$ cat config.mk
export PLATFORM = sky130hd
export DESIGN_NAME = sub_bytes_serial
export DESIGN_NICKNAME = d
export VERILOG_FILES = /design/src/rtl/aes_pkg.sv /design/src/rtl/s_box.sv /design/src/rtl/sub_bytes_serial.sv
export SDC_FILE = /design/constraint.sdc
export NUM_CORES = 1
export LEC_CHECK = 0
export ABC_CLOCK_PERIOD_IN_PS = 29400
export CAP_MARGIN = 10
export CORE_UTILIZATION = 59
export DETAILED_ROUTE_END_ITERATION = 16
export GPL_ROUTABILITY_DRIVEN = 0
export PLACE_DENSITY = 0.86
export SLEW_MARGIN = 15
export SYNTH_ARGS = -nofsm -noshare
export SYNTH_HDL_FRONTEND = slang
export SYNTH_HIERARCHICAL = 1
export SYNTH_SLANG_ARGS = --single-unit
$ cat constraint.sdc
create_clock -name clk -period 29.4 [get_ports clk]
set_input_delay 2.94 -clock clk [delete_from_list [all_inputs] [get_ports clk]]
set_output_delay 2.94 -clock clk [all_outputs]
set_load 0.01 [all_outputs]
$ cat src/rtl/aes_pkg.sv
// Shared AES types and GF(2^8) helpers for the forward and inverse S-box datapaths.
// Latency: none (types and combinational functions only).
// Backpressure: not applicable.
package aes_pkg;

    localparam int AES_STATE_W = 128;
    localparam int AES_BYTES   = 16;

    typedef logic [7:0]             byte_t;
    typedef logic [AES_STATE_W-1:0] state_t;

    typedef enum logic [1:0] {
        IDLE = 2'd0,
        BUSY = 2'd1,
        DONE = 2'd2
    } fsm_e;

    // GF(2^8) multiply modulo x^8 + x^4 + x^3 + x + 1
    function automatic byte_t gf_mul(input byte_t a, input byte_t b);
        byte_t p;
        byte_t x;
        p = '0;
        x = a;
        for (int i = 0; i < 8; i++) begin
            if (b[i]) p = p ^ x;
            x = {x[6:0], 1'b0} ^ (x[7] ? 8'h1b : 8'h00);
        end
        return p;
    endfunction

    // Multiplicative inverse as a^254, which also maps 0 to 0
    function automatic byte_t gf_inv(input byte_t a);
        byte_t r;
        r = 8'h01;
        for (int i = 7; i >= 0; i--) begin
            r = gf_mul(r, r);
            if (i != 0) r = gf_mul(r, a);
        end
        return r;
    endfunction

    function automatic byte_t sbox_fwd(input byte_t a);
        byte_t x;
        byte_t b;
        x = gf_inv(a);
        for (int i = 0; i < 8; i++) begin
            b[i] = x[i] ^ x[3'(i + 4)] ^ x[3'(i + 5)] ^ x[3'(i + 6)] ^ x[3'(i + 7)];
        end
        return b ^ 8'h63;
    endfunction

    function automatic byte_t sbox_inv(input byte_t a);
        byte_t b;
        for (int i = 0; i < 8; i++) begin
            b[i] = a[3'(i + 2)] ^ a[3'(i + 5)] ^ a[3'(i + 7)];
        end
        return gf_inv(b ^ 8'h05);
    endfunction

endpackage

$ cat src/rtl/s_box.sv
// Combinational AES S-box lanes (s_box forward; inv_s_box only with SUB_BYTES_INV_MODE_EN).
// Latency: 0 cycles, pure combinational.
// Backpressure: none, no state.
module s_box
    import aes_pkg::*;
(
    input  byte_t a,
    output byte_t s
);
    assign s = sbox_fwd(a);
endmodule

`ifdef SUB_BYTES_INV_MODE_EN
module inv_s_box
    import aes_pkg::*;
(
    input  byte_t a,
    output byte_t s
);
    assign s = sbox_inv(a);
endmodule
`endif

$ cat src/rtl/sub_bytes_serial.sv
// Serial AES SubBytes over a 128-bit state, BYTES_PER_CYCLE S-box lanes (inverse option: SUB_BYTES_INV_MODE_EN).
// Latency: out_valid rises 16/BYTES_PER_CYCLE edges after the accept edge.
// Backpressure: result held in DONE until out_ready; in_ready follows out_ready there for back-to-back blocks.
module sub_bytes_serial
    import aes_pkg::*;
#(
    parameter int BYTES_PER_CYCLE = 1
)
(
    input  logic                   clk,
    input  logic                   rst_n,
    input  logic                   in_valid,
    output logic                   in_ready,
    input  logic [AES_STATE_W-1:0] in_data,
    output logic                   out_valid,
    input  logic                   out_ready,
    output logic [AES_STATE_W-1:0] out_data,
    output logic                   busy
`ifdef SUB_BYTES_INV_MODE_EN
    ,
    input  logic                   inv
`endif
);

    localparam int NUM_CHUNKS = AES_BYTES / BYTES_PER_CYCLE;
    localparam int CHUNK_W    = 8 * BYTES_PER_CYCLE;
    localparam int CNT_W      = (NUM_CHUNKS > 1) ? $clog2(NUM_CHUNKS) : 1;
    localparam logic [CNT_W-1:0] LAST_CNT = CNT_W'(NUM_CHUNKS - 1);

    if (!(BYTES_PER_CYCLE == 1 || BYTES_PER_CYCLE == 2 || BYTES_PER_CYCLE == 4 ||
          BYTES_PER_CYCLE == 8 || BYTES_PER_CYCLE == 16)) begin : g_bad_bpc
        $error("sub_bytes_serial: BYTES_PER_CYCLE must be 1, 2, 4, 8 or 16");
    end

    fsm_e               fsm_q, fsm_d;
    logic [CNT_W-1:0]   cnt_q, cnt_d;
    state_t             state_q, state_d;
    logic [CHUNK_W-1:0] chunk_in;
    logic [CHUNK_W-1:0] chunk_out;
`ifdef SUB_BYTES_INV_MODE_EN
    logic               inv_q, inv_d;
`endif

    // Chunk 0 is the most significant slice, so byte 0 is substituted first
    always_comb begin
        chunk_in = '0;
        for (int c = 0; c < NUM_CHUNKS; c++) begin
            if (cnt_q == CNT_W'(c)) chunk_in = state_q[AES_STATE_W-1-c*CHUNK_W -: CHUNK_W];
        end
    end

    for (genvar l = 0; l < BYTES_PER_CYCLE; l++) begin : g_lane
        byte_t fwd;
        s_box u_s_box (.a(chunk_in[CHUNK_W-1-8*l -: 8]), .s(fwd));
`ifdef SUB_BYTES_INV_MODE_EN
        byte_t rev;
        inv_s_box u_inv_s_box (.a(chunk_in[CHUNK_W-1-8*l -: 8]), .s(rev));
        assign chunk_out[CHUNK_W-1-8*l -: 8] = inv_q ? rev : fwd;
`else
        assign chunk_out[CHUNK_W-1-8*l -: 8] = fwd;
`endif
    end

    always_comb begin
        fsm_d     = fsm_q;
        cnt_d     = cnt_q;
        state_d   = state_q;
        in_ready  = 1'b0;
        out_valid = 1'b0;
        busy      = 1'b0;
`ifdef SUB_BYTES_INV_MODE_EN
        inv_d     = inv_q;
`endif
        case (fsm_q)
            IDLE: in_ready = 1'b1;
            BUSY: begin
                busy = 1'b1;
                for (int c = 0; c < NUM_CHUNKS; c++) begin
                    if (cnt_q == CNT_W'(c)) state_d[AES_STATE_W-1-c*CHUNK_W -: CHUNK_W] = chunk_out;
                end
                if (cnt_q == LAST_CNT) begin
                    cnt_d = '0;
                    fsm_d = DONE;
                end else begin
                    cnt_d = cnt_q + 1'b1;
                end
            end
            DONE: begin
                out_valid = 1'b1;
                in_ready  = out_ready;
                if (out_ready && !in_valid) fsm_d = IDLE;
            end
            default: fsm_d = IDLE;
        endcase
        // A new block may be taken from IDLE or, back-to-back, from DONE
        if (in_valid && in_ready) begin
            state_d = in_data;
            cnt_d   = '0;
            fsm_d   = BUSY;
`ifdef SUB_BYTES_INV_MODE_EN
            inv_d   = inv;
`endif
        end
    end

    always_ff @(posedge clk) begin
        if (!rst_n) begin
            fsm_q   <= IDLE;
            cnt_q   <= '0;
            state_q <= '0;
`ifdef SUB_BYTES_INV_MODE_EN
            inv_q   <= 1'b0;
`endif
        end else begin
            fsm_q   <= fsm_d;
            cnt_q   <= cnt_d;
            state_q <= state_d;
`ifdef SUB_BYTES_INV_MODE_EN
            inv_q   <= inv_d;
`endif
        end
    end

    assign out_data = state_q;

endmodule

==> flow_summary.json <==
{
  "gr-total-overflow": 0,
  "fmax_ghz": 0.0359,
  "fillCellCount": 2799,
  "numCtsBuffers": 17,
  "antenna_found_initial": 2,
  "drive_gt1_frac": 0.0903,
  "synthDistinctLibCells": 114,
  "clockBufferDepth": 2,
  "die_w_um": 197,
  "wire_per_inst_um": 23.1,
  "layout_commonest_cell": "nand2_1",
  "area_growth_syn_to_layout_pct": 13.9,
  "required_ps": 29780,
  "timing.final.crit_share": 0.947,
  "dp_slack_ps": 1040,
  "status": "finished clean",
  "htree_levels": 4,
  "fp.dieH_um": 197,
  "tightest_slew_ps": 1260,
  "synth_ff_type": "dfxtp_1",
  "dp_hpwl_um": 53500,
  "fin_worst_skew_ps": 11.7,
  "die-area_mm2": 0.0387,
  "core_mm2": 0.0370,
  "hold_path_class": "reg2reg",
  "num_rows": 70,
  "final_cell_mix": "410 x nand2_1, 283 x xnor2_1, 261 x clkdlybuf4s50_1",
  "regArea_mm2": 0.00268,
  "setup_tns_ps": 0,
  "drt_first_pass_iters": 9,
  "syn-cell-area_mm2": 0.0223,
  "syn_inst": 2674,
  "vias_per_cell": 6.59,
  "cap_violations": 0,
  "initial_utilization": 0.605,
  "grt_max_degree": 119,
  "cts_tree": "built",
  "crit_top_cell": "xnor3_1",
  "yosysSeqAreaShare": 0.120,
  "period_needed_ps": 27850,
  "multi_input_comb_area_mm2": 0.0186,
  "clkTransAtPathRegs_ps": 70,
  "yosys_register_bits": 134,
  "final_hold_viol_count": 0,
  "end_kind": "register",
  "yosys_warnings": 6,
  "drcViolationCount": 0,
  "insertion_delay_ps": 440,
  "ios": 263,
  "fin_ws_ps": 1550,
  "portBuffers": 262,
  "clock_sinks": 134,
  "setup_viol": 0,
  "crit_type": "reg2reg",
  "drtAntennaViolNets": 0,
  "slew_headroom": 0.156,
  "crit_path_max_fanout": 62,
  "synthArstFlopShare": 0,
  "synth_edf_count": 0,
  "avgSynthCellArea_um2": 8.36,
  "rsz0062_at_grt": "no",
  "cpPeakStageDelay_ps": 890,
  "worstPathArrival_ps": 28240,
  "cts_root_buf": "clkbuf_16",
  "grt_usage": 0.386,
  "dpl_cell_area_mm2": 0.0248,
  "slew_violations": 0,
  "grt_pass1_vias": 21121,
  "vias": 21671,
  "dr.first_iter.drc_count": 2826,
  "cpMaxStageDelayCell": "ha_1",
  "wl_um": 75800,
  "hold_slack_ps": 636,
  "grt_pass1_wl_um": 118000,
  "fin_nets": 2910,
  "start_kind": "register",
  "fin_area_mm2": 0.0255
}
==> through the flow <==
stage	instances	util
floorplan	2676	-
CTS	3284	0.687
finish	3286	0.689
detailed placement	3253	0.671
global route	3286	0.689
global placement	3253	0.671
==> what timing repair did <==
| item | CTS | global route |
|---|---|---|
| resized for setup | 0 | 7 |
| endpoints found under the setup margin | 0 | 32 |
| setup buffers | 0 | 0 |
| hold buffers | 0 | 0 |
==> worst paths after layout <==
kind	startpoint	to	slack, ps	cells after the start
max	cnt_q[0]	out_data[124]	1550	81
min	out_data[3]	out_data[3]	640	3
max reg2reg	cnt_q[0]	out_data[124]	1550	81
min reg2reg	out_data[3]	out_data[3]	640	3
==> metal layers <==
layer,routed length [um],share of wire,global-route usage
met1,26800,0.35,0.456
met2,34900,0.46,0.631
met3,8730,0.12,0.0888
met4,5430,0.072,0.245
met5,0,0,0
==> sequential cells by signal, indices dropped and copies added (netlist names) <==
signal	count
fsm_q	2
cnt_q	4
out_data	128
==> cell type report <==
cell class	count	area share
Antenna cell	2	0.000197
Clock buffer	17	0.0167
Clock inverter	14	0.00639
Inverter	36	0.00531
Multi-Input combinational cell	2284	0.729
Sequential cell	134	0.105
Tap cell	504	0.0248
Timing Repair Buffer	295	0.113
==> cells by family (layout without fill, tap and decap cells) <==
logic type / Yosys count / in the layout / synth area share
AO/OA/AOI/OAI: 586 / 586 / 0.199
XOR/XNOR: 594 / 594 / 0.341
adder cells (fa/ha/maj): 10 / 10 / 0.00560
buffers and inverters: 258 / 362 / 0.0600
flip-flops: 134 / 134 / 0.120
multiplexers: 179 / 179 / 0.0811
other: 2 / 6 / 0.000336
AND/OR/NAND/NOR: 911 / 911 / 0.193
==> worst max-delay path: cells and delay by family (launching register included) <==
family,cells,cell delay [ps]
adder cells (fa/ha/maj),6,2880
AND/OR/NAND/NOR,14,3530
XOR/XNOR,32,14270
flip-flops,1,350
buffers and inverters,8,1900
multiplexers,2,590
AO/OA/AOI/OAI,19,4120
==> synthesized netlist by cell type, types with 10 or more instances <==
master / count / share of area
o21ai_1: 26 / 0.0058
a21o_1: 10 / 0.0034
nor2b_1: 56 / 0.016
xor2_1: 113 / 0.044
and2_1: 17 / 0.0048
xor2_2: 18 / 0.013
clkbuf_1: 85 / 0.014
a21oi_1: 114 / 0.026
buf_1: 14 / 0.0024
xnor2_4: 12 / 0.015
o22ai_1: 14 / 0.0039
nand2_1: 411 / 0.069
nor3_1: 35 / 0.0078
buf_6: 24 / 0.012
xnor3_1: 93 / 0.094
o211ai_1: 18 / 0.0060
a22oi_1: 24 / 0.0081
inv_1: 24 / 0.0040
o211a_1: 129 / 0.058
a221oi_1: 19 / 0.0074
xor3_1: 15 / 0.016
nand2b_1: 33 / 0.0092
xnor2_1: 289 / 0.11
and3_1: 17 / 0.0048
a32oi_1: 10 / 0.0039
inv_2: 12 / 0.0020
ha_1: 10 / 0.0056
buf_2: 72 / 0.016
dfxtp_1: 134 / 0.12
buf_4: 27 / 0.0091
xnor2_2: 36 / 0.026
xnor3_2: 12 / 0.013
nand3_1: 53 / 0.012
a31oi_1: 13 / 0.0036
mux2i_1: 166 / 0.074
o21ai_0: 79 / 0.018
nand3b_1: 13 / 0.0044
or3_1: 10 / 0.0028
nor2_1: 186 / 0.031
Power is not shown: default switching activity piles up to over one toggle a cycle in this logic, so the estimate is an artifact.
